===== src/rtl/mem_stage_pkg.sv =====
// rtl/mem_stage_pkg.sv - shared memory-op codes and memory-stage FSM encodings
package mem_stage_pkg;

    localparam int MEM_OP_W = 4;

    typedef enum logic [MEM_OP_W-1:0] {
        MEM_NOP = 4'd0,
        MEM_LB  = 4'd1,
        MEM_LBU = 4'd2,
        MEM_LH  = 4'd3,
        MEM_LHU = 4'd4,
        MEM_LW  = 4'd5,
        MEM_SB  = 4'd6,
        MEM_SH  = 4'd7,
        MEM_SW  = 4'd8
    } mem_op_e;

    typedef enum logic [1:0] {
        ST_IDLE = 2'd0,
        ST_REQ  = 2'd1,
        ST_RESP = 2'd2
    } mem_state_e;

endpackage


===== src/rtl/mem_align.sv =====
// rtl/mem_align.sv - byte-lane steering, load extract/extend and alignment check
module mem_align
    import mem_stage_pkg::*;
#(
    parameter int DATA_W = 32
) (
    input  mem_op_e           op_i,
    input  logic [1:0]        addr_lo_i,
    input  logic [DATA_W-1:0] wdata_i,
    input  logic [DATA_W-1:0] rdata_i,
    output logic              is_load_o,
    output logic              is_store_o,
    output logic              misaligned_o,
    output logic [3:0]        wstrb_o,
    output logic [DATA_W-1:0] wdata_o,
    output logic [DATA_W-1:0] ld_data_o
);

    logic [7:0]  rd_byte;
    logic [15:0] rd_half;

    assign rd_byte = rdata_i[{addr_lo_i, 3'b000} +: 8];
    assign rd_half = rdata_i[{addr_lo_i[1], 4'b0000} +: 16];

    always_comb begin
        is_load_o    = 1'b0;
        is_store_o   = 1'b0;
        misaligned_o = 1'b0;
        wstrb_o      = 4'b0000;
        wdata_o      = '0;
        ld_data_o    = '0;
        case (op_i)
            MEM_LB: begin
                is_load_o = 1'b1;
                ld_data_o = {{(DATA_W-8){rd_byte[7]}}, rd_byte};
            end
            MEM_LBU: begin
                is_load_o = 1'b1;
                ld_data_o = {{(DATA_W-8){1'b0}}, rd_byte};
            end
            MEM_LH: begin
                is_load_o    = 1'b1;
                misaligned_o = addr_lo_i[0];
                ld_data_o    = {{(DATA_W-16){rd_half[15]}}, rd_half};
            end
            MEM_LHU: begin
                is_load_o    = 1'b1;
                misaligned_o = addr_lo_i[0];
                ld_data_o    = {{(DATA_W-16){1'b0}}, rd_half};
            end
            MEM_LW: begin
                is_load_o    = 1'b1;
                misaligned_o = |addr_lo_i;
                ld_data_o    = rdata_i;
            end
            MEM_SB: begin
                is_store_o = 1'b1;
                wstrb_o    = 4'b0001 << addr_lo_i;
                wdata_o    = {(DATA_W/8){wdata_i[7:0]}};
            end
            MEM_SH: begin
                is_store_o   = 1'b1;
                misaligned_o = addr_lo_i[0];
                wstrb_o      = 4'b0011 << addr_lo_i;
                wdata_o      = {(DATA_W/16){wdata_i[15:0]}};
            end
            MEM_SW: begin
                is_store_o   = 1'b1;
                misaligned_o = |addr_lo_i;
                wstrb_o      = 4'b1111;
                wdata_o      = wdata_i;
            end
            default: ;
        endcase
    end

endmodule


===== src/rtl/mem_stage.sv =====
// rtl/mem_stage.sv - memory pipeline stage: one outstanding bus access, registered write-back
module mem_stage
    import mem_stage_pkg::*;
#(
    parameter int DATA_W = 32,
    parameter int REG_AW = 5
) (
    input  logic              clk,
    input  logic              rst,
    input  logic [3:0]        mem_op_i,
    input  logic [DATA_W-1:0] mem_addr_i,
    input  logic [DATA_W-1:0] mem_wdata_i,
    input  logic [DATA_W-1:0] reg_write_data_i,
    input  logic [REG_AW-1:0] reg_write_addr_i,
    input  logic              reg_write_en_i,
    output logic              stall_req_o,
    output logic              addr_err_o,
    output logic              data_req_valid_o,
    input  logic              data_req_ready_i,
    output logic              data_req_wr_o,
    output logic [DATA_W-1:0] data_req_addr_o,
    output logic [3:0]        data_req_wstrb_o,
    output logic [DATA_W-1:0] data_req_wdata_o,
    input  logic              data_resp_valid_i,
    input  logic [DATA_W-1:0] data_resp_rdata_i,
    output logic [DATA_W-1:0] wb_write_data_o,
    output logic [REG_AW-1:0] wb_write_addr_o,
    output logic              wb_write_en_o
);

    mem_state_e        state_q, state_d;
    mem_op_e           op_q;
    logic [DATA_W-1:0] addr_q;
    logic [DATA_W-1:0] wdata_q;
    logic [DATA_W-1:0] rw_data_q;
    logic [REG_AW-1:0] rw_addr_q;
    logic              rw_en_q;
    logic [DATA_W-1:0] wb_data_q;
    logic [REG_AW-1:0] wb_addr_q;
    logic              wb_en_q;
    logic              addr_err_q;

    // In IDLE the aligner checks the incoming op; afterwards it works on the latched one.
    mem_op_e           al_op;
    logic [1:0]        al_addr_lo;
    logic [DATA_W-1:0] al_wdata;
    logic              al_is_load, al_is_store, al_misaligned;
    logic [3:0]        al_wstrb;
    logic [DATA_W-1:0] al_wdata_o, al_ld_data;
    logic              new_mem, take_access, resp_done;

    assign al_op      = (state_q == ST_IDLE) ? mem_op_e'(mem_op_i) : op_q;
    assign al_addr_lo = (state_q == ST_IDLE) ? mem_addr_i[1:0] : addr_q[1:0];
    assign al_wdata   = (state_q == ST_IDLE) ? mem_wdata_i : wdata_q;

    mem_align #(.DATA_W(DATA_W)) u_align (
        .op_i         (al_op),
        .addr_lo_i    (al_addr_lo),
        .wdata_i      (al_wdata),
        .rdata_i      (data_resp_rdata_i),
        .is_load_o    (al_is_load),
        .is_store_o   (al_is_store),
        .misaligned_o (al_misaligned),
        .wstrb_o      (al_wstrb),
        .wdata_o      (al_wdata_o),
        .ld_data_o    (al_ld_data)
    );

    assign new_mem     = (state_q == ST_IDLE) && (al_is_load || al_is_store);
    assign take_access = new_mem && !al_misaligned;
    assign resp_done   = (state_q == ST_RESP) && data_resp_valid_i;

    always_ff @(posedge clk) begin
        if (rst) begin
            state_q <= ST_IDLE;
        end else begin
            state_q <= state_d;
        end
    end

    always_comb begin
        state_d = state_q;
        case (state_q)
            ST_IDLE: if (take_access)       state_d = ST_REQ;
            ST_REQ:  if (data_req_ready_i)  state_d = ST_RESP;
            ST_RESP: if (data_resp_valid_i) state_d = ST_IDLE;
            default: state_d = ST_IDLE;
        endcase
    end

    always_comb begin
        stall_req_o      = 1'b0;
        data_req_valid_o = 1'b0;
        data_req_wr_o    = 1'b0;
        data_req_addr_o  = '0;
        data_req_wstrb_o = 4'b0000;
        data_req_wdata_o = '0;
        case (state_q)
            ST_IDLE: stall_req_o = take_access;
            ST_REQ: begin
                stall_req_o      = 1'b1;
                data_req_valid_o = 1'b1;
                data_req_wr_o    = al_is_store;
                data_req_addr_o  = {addr_q[DATA_W-1:2], 2'b00};
                data_req_wstrb_o = al_wstrb;
                data_req_wdata_o = al_wdata_o;
            end
            ST_RESP: stall_req_o = !data_resp_valid_i;
            default: ;
        endcase
    end

    always_ff @(posedge clk) begin
        if (rst) begin
            op_q       <= MEM_NOP;
            addr_q     <= '0;
            wdata_q    <= '0;
            rw_data_q  <= '0;
            rw_addr_q  <= '0;
            rw_en_q    <= 1'b0;
            wb_data_q  <= '0;
            wb_addr_q  <= '0;
            wb_en_q    <= 1'b0;
            addr_err_q <= 1'b0;
        end else begin
            addr_err_q <= new_mem && al_misaligned;
            if (take_access) begin
                op_q      <= mem_op_e'(mem_op_i);
                addr_q    <= mem_addr_i;
                wdata_q   <= mem_wdata_i;
                rw_data_q <= reg_write_data_i;
                rw_addr_q <= reg_write_addr_i;
                rw_en_q   <= reg_write_en_i;
            end
            if (state_q == ST_IDLE) begin
                wb_data_q <= reg_write_data_i;
                wb_addr_q <= reg_write_addr_i;
                wb_en_q   <= reg_write_en_i && !new_mem;
            end else if (resp_done) begin
                wb_data_q <= al_is_load ? al_ld_data : rw_data_q;
                wb_addr_q <= rw_addr_q;
                wb_en_q   <= rw_en_q;
            end else begin
                wb_en_q   <= 1'b0;
            end
        end
    end

    assign addr_err_o      = addr_err_q;
    assign wb_write_data_o = wb_data_q;
    assign wb_write_addr_o = wb_addr_q;
    assign wb_write_en_o   = wb_en_q;

endmodule


===== config.mk =====
export PLATFORM = sky130hd
export DESIGN_NAME = mem_stage
export DESIGN_NICKNAME = d
export VERILOG_FILES = /design/src/rtl/mem_stage_pkg.sv /design/src/rtl/mem_align.sv /design/src/rtl/mem_stage.sv
export SDC_FILE = /design/constraint.sdc
export NUM_CORES = 1
export LEC_CHECK = 0
export ABC_AREA = 1
export BUFFER_PORTS_ARGS = -buffer_cell sky130_fd_sc_hd__buf_4
export CAP_MARGIN = 30
export CORE_ASPECT_RATIO = 2
export CORE_UTILIZATION = 45
export CTS_CLUSTER_SIZE = 30
export DETAILED_ROUTE_END_ITERATION = 16
export PLACE_DENSITY = 0.71
export SYNTH_ARGS = -nofsm -noshare
export SYNTH_HDL_FRONTEND = slang
export SYNTH_SLANG_ARGS = --single-unit

===== constraint.sdc =====
create_clock -name clk -period 5.79 [get_ports clk]
set_input_delay 1.158 -clock clk [delete_from_list [all_inputs] [get_ports clk]]
set_output_delay 1.158 -clock clk [all_outputs]
set_load 0.01 [all_outputs]

==> reports/metrics.cfg <==
[timing]
max_slew_margin_pct=32.2
period_share_pct=80.8
final-max-slew-violation-count=0
max_freq_ghz=0.214
tightest_slew_ns=1.01
min_period_ns=4.68
skew_ns=0.0109
setup_viol=0
fin_tns_setup_ns=0
hold_violations=0
rsz0062_at_grt=false
whs_ns=0.463

[routing]
dr.pass1.iters=5
wl_per_cell_um=15.4
finalWirelength_um=30700
drtAntennaViolNets=0
drcViolationCount=0
vias=10500
via_per_inst=5.26
initialDrtViolationCount=594

[worst_setup_path]
crit_chain=nor2_4, buf_4, nand2_1, nand2_1, nor2_1, buf_4, nand2_2, inv_2, o21ai_4, nand2_2, o21ai_0, buf_4
critical-path-slowest-cell=o21ai_4
cpMostUsedCell=buf_4
max_stage_delay_ns=0.80
critPathMaxFanout=35
worstSetupEndpointType=output port
cp-start-kind=register
crit_type=reg -> out
crit_required_ns=4.63
arrival_ns=3.52

[floorplan]
die_w_um=102
initial_core_util_pct=46.1
ios=252
placementRows=72
core_um2=19500
die_h_um=202
dieArea_um2=20500

[synth]
synthTopCellsByArea=dfxtp_1, nand2_1, nor2_1
synth-seq-cells=147
syn_inst=1539
yosysTopAreaCell=dfxtp_1
yosysWarningCount=0
avgSynthCellArea_um2=5.83
ys_types=29
synth-seq-area-share_pct=32.8
synth_top_area_share_pct=32.8
syn_area_um2=8980

[global_routing]
antenna_found_initial=0
grt_max_degree=74
track_usage_pct=30.4
first_global_vias=9840
grt_remaining_overflow=0
grt_pass1_wl_um=48700

[placement]
gp_congestion=0.946
dp_hpwl_um=21100
dp.cells=1960
numPortBuffers=249

[power]
power_frac_clock_pct=16.6
p_int_mw=3.47
swShare_pct=50.7
p_switching_mw=3.58
pwr-share-comb_pct=61.1
p_seq_share_pct=22.3
power_density_nw_per_um2=613
power_mw=7.05
power.leakage_nw=5.99
ir_worst_vdd_mv=0.558

[cts]
clock_sinks=147
hold_buffers=0
cts_resized=0
clockRootBuffer=clkbuf_16
numCtsBuffers=17
clock_path_buffers=2
clkLatencyLatePin_ns=0.43
cts_setup_buffers=0
cts_tree=done
htreeDepth=4
clkTransAtPathRegs_ns=0.06

[cells_and_area]
stdcell_count=1990
most-common-layout-cells=nand2_1, nor2_1, buf_4
area_growth_pct=28.1
nNetsFinal=1862
mostFrequentLayoutCell=nand2_1
num_antenna_cells=0
drive_above_1_share_pct=18.8

[run]
drv_cap=0

[hold_path]
hp-class=reg -> reg

[status]
status=finished, final reports clean

## synth_stat cells
| cell | count |
|---|---|
| nand2_2 | 8 |
| o21ai_1 | 2 |
| buf_6 | 4 |
| nor2_1 | 304 |
| o21ai_2 | 1 |
| nand3_1 | 96 |
| nor2_4 | 5 |
| o21ai_4 | 1 |
| nor3_1 | 2 |
| dfxtp_1 | 147 |
| conb_1 | 1 |
| inv_1 | 217 |
| clkbuf_1 | 68 |
| buf_1 | 10 |
| nor2_2 | 2 |
| a31oi_1 | 5 |
| a22oi_1 | 1 |
| o22ai_1 | 8 |
| o41ai_1 | 1 |
| inv_2 | 9 |
| nand4_1 | 131 |
| clkinv_1 | 2 |
| o21bai_1 | 1 |
| a21oi_1 | 66 |
| o31ai_1 | 2 |
| buf_4 | 4 |
| nand2_1 | 365 |
| buf_2 | 21 |
| o21ai_0 | 55 |
## cell type report
class | count | area, µm²
Timing Repair Buffer | 268 | 2030
Clock buffer | 18 | 429
Tap cell | 259 | 324
Clock inverter | 12 | 180
Inverter | 228 | 857
Multi-Input combinational cell | 1058 | 4730
Fill cell | 2037 | 7960
Sequential cell | 147 | 2940
## power by group through the flow
stage,sequential (mW),combinational [mW],clock [mW]
after global routing,1.61,4.84,1.23
after detailed placement,1.59,4.28,0
after CTS,1.57,4.30,1.18
after global placement,1.58,4.20,0
after floorplan,1.60,3.10,0
final,1.57,4.31,1.17
## metrics by stage
step	utilization (%)	cell area (µm²)	worst slack [ns]
final	59.1	11500	1.11
after detailed placement	55.9	10900	1.23
after global placement	55.7	10800	0.773
after CTS	59.1	11500	1.15
after floorplan	-	8980	2.22
after global routing	59.1	11500	0.838
## critical path, delay by kind of cell (launching register included)
family                 cells  cell delay, ns
AO/OA/AOI/OAI              2            1.01
buffers and inverters      4            0.79
flip-flops                 1            0.37
AND/OR/NAND/NOR            6            0.89
## kinds of logic (layout without fill, tap and decap cells)
logic type,after synthesis,after routing,synth area share (%)
other cells,1,2,0.0418
compound gates,143,143,8.48
buf+inv,335,526,14.8
simple gates,913,913,43.9
flops,147,147,32.8
## routing by layer
metal / up-vias / share of wire, % / global-route usage, %
li1: 5199 / - / -
met4: 0 / 5.1 / 17.2
met2: 447 / 52 / 53.9
met1: 4738 / 36 / 32.7
met3: 92 / 6.7 / 6.01
met5: - / 0 / 0
## registers in the layout, summed over array words and instances, names as in the netlist
| signal | cells |
|---|---|
| rw_en_q | 1 |
| rw_addr_q | 5 |
| wb_write_data_o | 32 |
| rw_data_q | 32 |
| wb_write_addr_o | 5 |
| wdata_q | 32 |
| addr_q | 32 |
| wb_write_en_o | 1 |
| addr_err_o | 1 |
| op_q | 4 |
| state_q | 2 |
## final timing paths
check                                    from                               end  slack (ns)  depth (start not counted)
min          wb_write_data_o[19]$_SDFFE_PP0P_  wb_write_data_o[19]$_SDFFE_PP0P_        0.46                          2
max                   state_q[1]$_SDFFE_PP0P_                       stall_req_o        1.11                         12
max reg2reg           state_q[1]$_SDFFE_PP0P_          wdata_q[11]$_SDFFE_PP0P_        1.69                         14
min reg2reg  wb_write_data_o[19]$_SDFFE_PP0P_  wb_write_data_o[19]$_SDFFE_PP0P_        0.46                          2
(Power assumes the default switching activity.)
